[config.mk]
export PLATFORM = sky130hd
export DESIGN_NAME = mips_mc_control
export DESIGN_NICKNAME = d
export VERILOG_FILES = /design/src/rtl/mips_mc_control.sv
export SDC_FILE = /design/constraint.sdc
export NUM_CORES = 1
export LEC_CHECK = 0
export BUFFER_PORTS_ARGS = -buffer_cell sky130_fd_sc_hd__buf_2
export CORE_UTILIZATION = 54
export DETAILED_ROUTE_END_ITERATION = 10
export MAX_ROUTING_LAYER = met4
export PLACE_DENSITY = 0.84
export SYNTH_ARGS = -nofsm -noshare
export SYNTH_HDL_FRONTEND = slang
export SYNTH_SLANG_ARGS = --single-unit
[constraint.sdc]
create_clock -name clk -period 3.6 [get_ports clk]
set_input_delay 0.18 -clock clk [delete_from_list [all_inputs] [get_ports clk]]
set_output_delay 0.18 -clock clk [all_outputs]
set_load 0.005 [all_outputs]
[src/rtl/mips_mc_control.sv]
// mips_mc_control: multicycle MIPS main control FSM with memory-ready stalls and retired-instruction counter
// Optional feature macro: IMM_ALU_EN adds addi (opcode 001000) through states IMMEX(11) and IMMWB(12).
// Ports:
//   clk, rst (async active-high)       clock and reset
//   opcode[5:0], mem_ready              IR[31:26] and memory handshake
//   PCWrite..ALUSrcA, ALUSrcB, ALUOp,   datapath controls
//   PCSource
//   illegal_op                          unknown opcode seen in DECODE
//   state_o[3:0]                        current state (debug)
//   instr_count[CNT_W-1:0]              retired-instruction count
module mips_mc_control #(
  parameter int CNT_W = 32
) (
  input  logic             clk,
  input  logic             rst,
  input  logic [5:0]       opcode,
  input  logic             mem_ready,
  output logic             PCWrite,
  output logic             PCWriteCond,
  output logic             IorD,
  output logic             MemRead,
  output logic             MemWrite,
  output logic             IRWrite,
  output logic             MemtoReg,
  output logic             RegDst,
  output logic             RegWrite,
  output logic             RegRead,
  output logic             ALUSrcA,
  output logic [1:0]       ALUSrcB,
  output logic [1:0]       ALUOp,
  output logic [1:0]       PCSource,
  output logic             illegal_op,
  output logic [3:0]       state_o,
  output logic [CNT_W-1:0] instr_count
);
  typedef enum logic [3:0] {
    IDLE, FETCH, DECODE, MEMADR, MEMRD, MEMWB, MEMWR, EXEC, ALUWB, BRANCH, JUMP
`ifdef IMM_ALU_EN
    , IMMEX, IMMWB
`endif
  } state_t;
  state_t state, next;
  assign state_o = state;
  always_ff @(posedge clk or posedge rst) begin
    if (rst) begin
      state       <= IDLE;
      instr_count <= '0;
    end else begin
      state <= next;
      // an instruction retires whenever a non-fetch state hands back to FETCH
      if (next == FETCH && state != IDLE && state != FETCH)
        instr_count <= instr_count + CNT_W'(1);
    end
  end
  always_comb begin
    next        = FETCH;
    PCWrite     = 1'b0;
    PCWriteCond = 1'b0;
    IorD        = 1'b0;
    MemRead     = 1'b0;
    MemWrite    = 1'b0;
    IRWrite     = 1'b0;
    MemtoReg    = 1'b0;
    RegDst      = 1'b0;
    RegWrite    = 1'b0;
    RegRead     = 1'b0;
    ALUSrcA     = 1'b0;
    ALUSrcB     = 2'b00;
    ALUOp       = 2'b00;
    PCSource    = 2'b00;
    illegal_op  = 1'b0;
    case (state)
      IDLE: next = FETCH;
      FETCH: begin
        MemRead = 1'b1;
        ALUSrcB = 2'b01;
        PCWrite = mem_ready;
        IRWrite = mem_ready;
        next    = mem_ready ? DECODE : FETCH;
      end
      DECODE: begin
        RegRead = 1'b1;
        ALUSrcB = 2'b11;
        case (opcode)
          6'b100011, 6'b101011: next = MEMADR;
          6'b000000:            next = EXEC;
          6'b000100:            next = BRANCH;
          6'b000010:            next = JUMP;
`ifdef IMM_ALU_EN
          6'b001000:            next = IMMEX;
`endif
          default:              illegal_op = 1'b1;
        endcase
      end
      MEMADR: begin
        ALUSrcA = 1'b1;
        ALUSrcB = 2'b10;
        next    = (opcode == 6'b100011) ? MEMRD : MEMWR;
      end
      MEMRD: begin
        MemRead = 1'b1;
        IorD    = 1'b1;
        next    = mem_ready ? MEMWB : MEMRD;
      end
      MEMWB: begin
        MemtoReg = 1'b1;
        RegWrite = 1'b1;
      end
      MEMWR: begin
        MemWrite = 1'b1;
        IorD     = 1'b1;
        next     = mem_ready ? FETCH : MEMWR;
      end
      EXEC: begin
        ALUSrcA = 1'b1;
        ALUOp   = 2'b10;
        next    = ALUWB;
      end
      ALUWB: begin
        RegDst   = 1'b1;
        RegWrite = 1'b1;
      end
      BRANCH: begin
        ALUSrcA     = 1'b1;
        ALUOp       = 2'b01;
        PCWriteCond = 1'b1;
        PCSource    = 2'b01;
      end
      JUMP: begin
        PCWrite  = 1'b1;
        PCSource = 2'b10;
      end
`ifdef IMM_ALU_EN
      IMMEX: begin
        ALUSrcA = 1'b1;
        ALUSrcB = 2'b10;
        next    = IMMWB;
      end
      IMMWB: RegWrite = 1'b1;
`endif
      default: next = FETCH;
    endcase
  end
endmodule
* Word-level counts from Yosys, hierarchy flattened
Index checks and enable logic that the tools add are counted.
Widths: inputs -> output; s select.
** Storage, ports and cells
- Bits in registers :: 36
- Output and inout port bits :: 54
- Input bits :: 9
- Word-level logic and storage cells :: 51
** Operators by class
- Add/subtract/negate cells :: 1
- Multiplexer cells :: 22
- Equal/unequal tests :: 16
- Reductions and logical operators :: 10
** Operators by type and width (count)
- $add 32x1->32 const B :: 1
- $pmux 4 s6 :: 1
- $eq 4x3->1 const B :: 4
- $pmux 4 s4 :: 1
- $mux 1 :: 13
- $eq 4x4->1 const B :: 3
- $eq 6x6->1 const B :: 2
- $eq 4x1->1 const B :: 2
- $eq 4x2->1 const B :: 2
- $pmux 2 s2 :: 2
- $reduce_or 2->1 :: 4
- $eq 6x2->1 const B :: 1
- $eq 6x3->1 const B :: 1
- $logic_not 6->1 :: 1
- $pmux 2 s3 :: 1
- $reduce_or 5->1 :: 1
- $mux 2 :: 2
- $ne 4x1->1 const B :: 1
- $reduce_bool 4->1 :: 1
- $mux 3 :: 1
- $reduce_or 3->1 :: 1
- $logic_and 1x1->1 :: 2
- $pmux 1 s2 :: 1

* Depth between registers and ports, before layout
- Depth after elaboration :: 7
- Gate-level depth with buffers :: 8
- Mapped depth without buffers :: 6

* Worst setup path after synthesis
No wires, ideal clock.
- Path kind :: register to register
- Start :: register state[0], in the netlist state_o[0]
- End :: register instr_count[24]
- Arrival :: 1.995 ns
- Clock period less this slack :: 2.074 ns
- Library setup time :: 0.079 ns
- Cell stages (with the launch flop) :: 9
- Path slack :: 1.526 ns
- Buffers on the path :: 2
- Required time :: 3.521 ns
- Path through :: dfrtp_1 buf_2 nor4bb_1 o21bai_1 o31ai_1 or4b_1 buf_6 nor3_2 xor2_1
** On the way
- Cells in the longest elaborated chain, start to end :: 5
** Ends and longest elaborated chain
- start, declared :: line 42 : state_t state, next;
- start signal, assigned :: line 49 : state <= next;
- $eq 4x3->1 (tied with other cells) :: line 72 : case (state)
- $pmux 4 s6 (*) :: line 72
- via next[1] :: line 42
- $eq 4x1->1 (*) :: line 51 : if (next == FETCH && state != IDLE && state != FETCH)
- $logic_and 1x1->1 (*) (2 in series) :: line 51
- end signal, assigned :: line 52 : instr_count <= instr_count + CNT_W'(1);
- end, declared :: line 34 : output logic [CNT_W-1:0] instr_count
Mark *: on every way through the listed nets, which the timed path passes. The rest lies on a longest branch.
A chain may end at the register's enable or synchronous reset.

* Final worst setup path
- Start :: register state[0], in the netlist state_o[0]
- End :: register instr_count[26]
The elaborated chain is that of the path after synthesis.

==> reports/results.txt <==
vias per inst: 5.31
I/O Buffers: 62
combinational power share: 34.0%
Hold Fails Final Rpt: 0
Max Fclk: 404 MHz
Final Core Density: 69.9%
Hold Path Class: in -> reg
CP endpoint kind: flip-flop
Std-Cell Core Area: 3420 sq um
Initial Util: 58.0%
RSZ-0062 raised after global routing: no
status: complete, no violations
worst slew pin tran: 0.581 ns
crit start category: flip-flop
clk sinks: 36
worst hold endpoint: state_o[3]
Arr. time, crit path: 2.73 ns
Hold Crit Depth: 3
final cell count without fillers: 312
post-route ant nets: 0
most common cell after layout, fill and taps aside: buf_2
Remaining DRCs: 0
antenna violations before repair: 0
cell area power density: 516 nW/um^2
layout cells sized above 1: 32.0%
vias in the first global route: 1642
dpl hpwl: 3090 um
Pwr Total: 0.00123 W
num rows: 21
FF-to-FF Start: state_o[0]
Sw Share: 35.4%
fill cell count: 293
Die Ht: 62.6 um
CP Max Fanout: 14
syn_area_per_cell: 9.76 sq um
post-synthesis cell count: 203
peak supply drop: 394 uV
Die ar.: 3910 sq um
die width: 62.6 um
P_int: 0.000795 W
Static Leak: 1.25 nW
GRT Total Usage: 24.3%
Post-Place Cells: 303
# diodes: 0
min cycle time layout: 2.47 ns
CTS tree: done
grt ovf: 0
Clk pwr share: 22.4%
Yosys Warn Count: 0
worst rel slew slack: 60.9%
largest net degree at the start of global routing: 25
register bit total from synthesis: 36
Cell Area, Synth: 1980 sq um
critical path class: reg -> reg
DRT Pass-1 Iters: 4
CTS Root Cell: clkbuf_4
global-route wire length before repair: 7260 um
Post-Route WL: 4170 um
Seq/Total Area, Yosys: 45.5%
R2R setup slack: 1.13 ns
Final GP Congestion: 0.837
syn nets: 213
detailed router's first-iteration violation count: 90
CTS Buf Count: 5
setup violators final: 0
r2r worst-path depth: 6
I/O pin total: 63
CTS Buffer Depth: 2
CP Data Required Time: 3.85 ns
Final Skew: 0.0143 ns
Yosys cell types: 38
post-CTS setup buffer count: 0
clock transition at the registers of the reported paths: 0.10 ns
Psw: 0.000436 W
post-DR wirelength/cell: 13.3 um
clock latency on the worst-skew pair: 0.33 ns
synth-to-layout area growth: 20.5%
period utilization: 68.7%
Max-Cap Viols: 0
DR vias: 1656
commonest non-fill, non-tap cells in the layout: 62 x buf_2, 36 x dfrtp_1, 22 x nor2_1
min-delay src: opcode[3]
Final Slew Violations: 0
Reg-to-Reg End: instr_count[26]
Reg power frac: 43.6%
H-tree depth: 2
Nets: 275
setup TNS: 0 ns
[critical path: stages, from the launching register on]
cell and delay (ns):
dfrtp_1 0.59, inv_1 0.16, nor4_2 0.33, o31ai_1 0.13
or4b_1 0.75, nor3_4 0.27, xor2_1 0.18
[flip-flops by register name (all words and copies together) (netlist names)]
name         cells
instr_count     32
state_o          4
[Yosys cell counts]
| cell | n | share of area [%] |
|---|---|---|
| a211oi_1 | 2 | 0.76 |
| a21oi_1 | 3 | 0.76 |
| a311oi_1 | 2 | 0.88 |
| a31o_2 | 1 | 0.44 |
| a31oi_1 | 2 | 0.63 |
| and2_1 | 3 | 0.95 |
| and3_1 | 8 | 2.5 |
| and4_1 | 2 | 0.88 |
| buf_2 | 6 | 1.5 |
| buf_4 | 1 | 0.38 |
| buf_6 | 2 | 1.1 |
| clkbuf_1 | 1 | 0.19 |
| dfrtp_1 | 36 | 45 |
| ha_1 | 1 | 0.63 |
| inv_1 | 7 | 1.3 |
| mux2_2 | 2 | 1.1 |
| nand2_1 | 14 | 2.7 |
| nand2b_1 | 3 | 0.95 |
| nand3_1 | 12 | 3.0 |
| nand4_1 | 7 | 2.2 |
| nand4b_1 | 2 | 0.88 |
| nor2_1 | 22 | 4.2 |
| nor3_1 | 9 | 2.3 |
| nor3_2 | 4 | 2.0 |
| nor3_4 | 1 | 0.82 |
| nor3b_1 | 1 | 0.38 |
| nor3b_2 | 1 | 0.63 |
| nor4_1 | 1 | 0.32 |
| nor4_2 | 1 | 0.63 |
| nor4bb_1 | 2 | 1.0 |
| o21ai_0 | 2 | 0.51 |
| o21bai_1 | 2 | 0.76 |
| o31ai_1 | 1 | 0.38 |
| or2_2 | 4 | 1.3 |
| or4_1 | 1 | 0.38 |
| or4b_1 | 1 | 0.51 |
| xnor2_1 | 18 | 8.0 |
| xor2_1 | 15 | 6.6 |
[final cells by class]
type                            count  area, sq um  area share [%]
Clock inverter                      2         35.0            1.47
Multi-Input combinational cell    150          990            41.5
Clock buffer                        6         41.3            1.73
Timing Repair Buffer               65          335            14.1
Sequential cell                    36          901            37.8
Tap cell                           46         57.6            2.41
Inverter                            7         26.3            1.10
[power groups by stage]
stage | sequential [W] | combinational [W] | clock, W
2_1_floorplan | 0.000506 | 0.000299 | 0
3_3_place_gp | 0.000540 | 0.000408 | 0
3_5_place_dp | 0.000544 | 0.000418 | 0
4_1_cts | 0.000537 | 0.000422 | 0.000280
5_1_grt | 0.000549 | 0.000471 | 0.000301
6_report | 0.000537 | 0.000419 | 0.000276
[timing repair]
| action | CTS | global route |
|---|---|---|
| resized for setup | 0 | 0 |
| hold buffers | 1 | 0 |
| endpoints found under the hold margin | 12 | 0 |
[layer usage]
metal  global-route usage, %  vias to the layer above  wire (um)
met1                    29.6                      780       1840
met4                    9.88                        0         59
met3                    3.83                        6        164
met5                       -                        -          0
li1                        -                      831          -
met2                    40.2                       39       2100
[logic make-up (layout without fill, tap and decap cells)]
group                    Yosys count  after routing  share of synthesized area (%)
multiplexers                       2              2                           1.14
adder cells (fa/ha/maj)            1              1                          0.632
buffers and inverters             17             80                           4.55
AO/OA/AOI/OAI                     15             15                           5.12
flip-flops                        36             36                           45.5
AND/OR/NAND/NOR                   99             99                           28.5
XOR/XNOR                          33             33                           14.6
[stage by stage]
| stage | setup WS, ns | hold WS [ns] | area, sq um |
|---|---|---|---|
| after floorplan | 1.53 | 0.347 | 1980 |
| after global placement | 1.20 | 0.212 | 2300 |
| after detailed placement | 1.12 | 0.222 | 2300 |
| after CTS | 1.11 | 0.278 | 2390 |
| after global routing | 0.912 | 0.292 | 2390 |
| final | 1.13 | 0.290 | 2390 |
[worst max-delay path by stage]
| stage | startpoint | end | slack (ns) | cells after the start |
|---|---|---|---|---|
| after floorplan | state_o[0] | instr_count[24] | 1.53 | 8 |
| after global placement | state_o[0] | instr_count[24] | 1.20 | 6 |
| after detailed placement | state_o[0] | instr_count[26] | 1.12 | 6 |
| after CTS | state_o[0] | instr_count[26] | 1.11 | 6 |
| after global routing | state_o[0] | instr_count[22] | 0.91 | 6 |
| final | state_o[0] | instr_count[26] | 1.13 | 6 |
No activity file was read; power rests on OpenSTA's default activity.
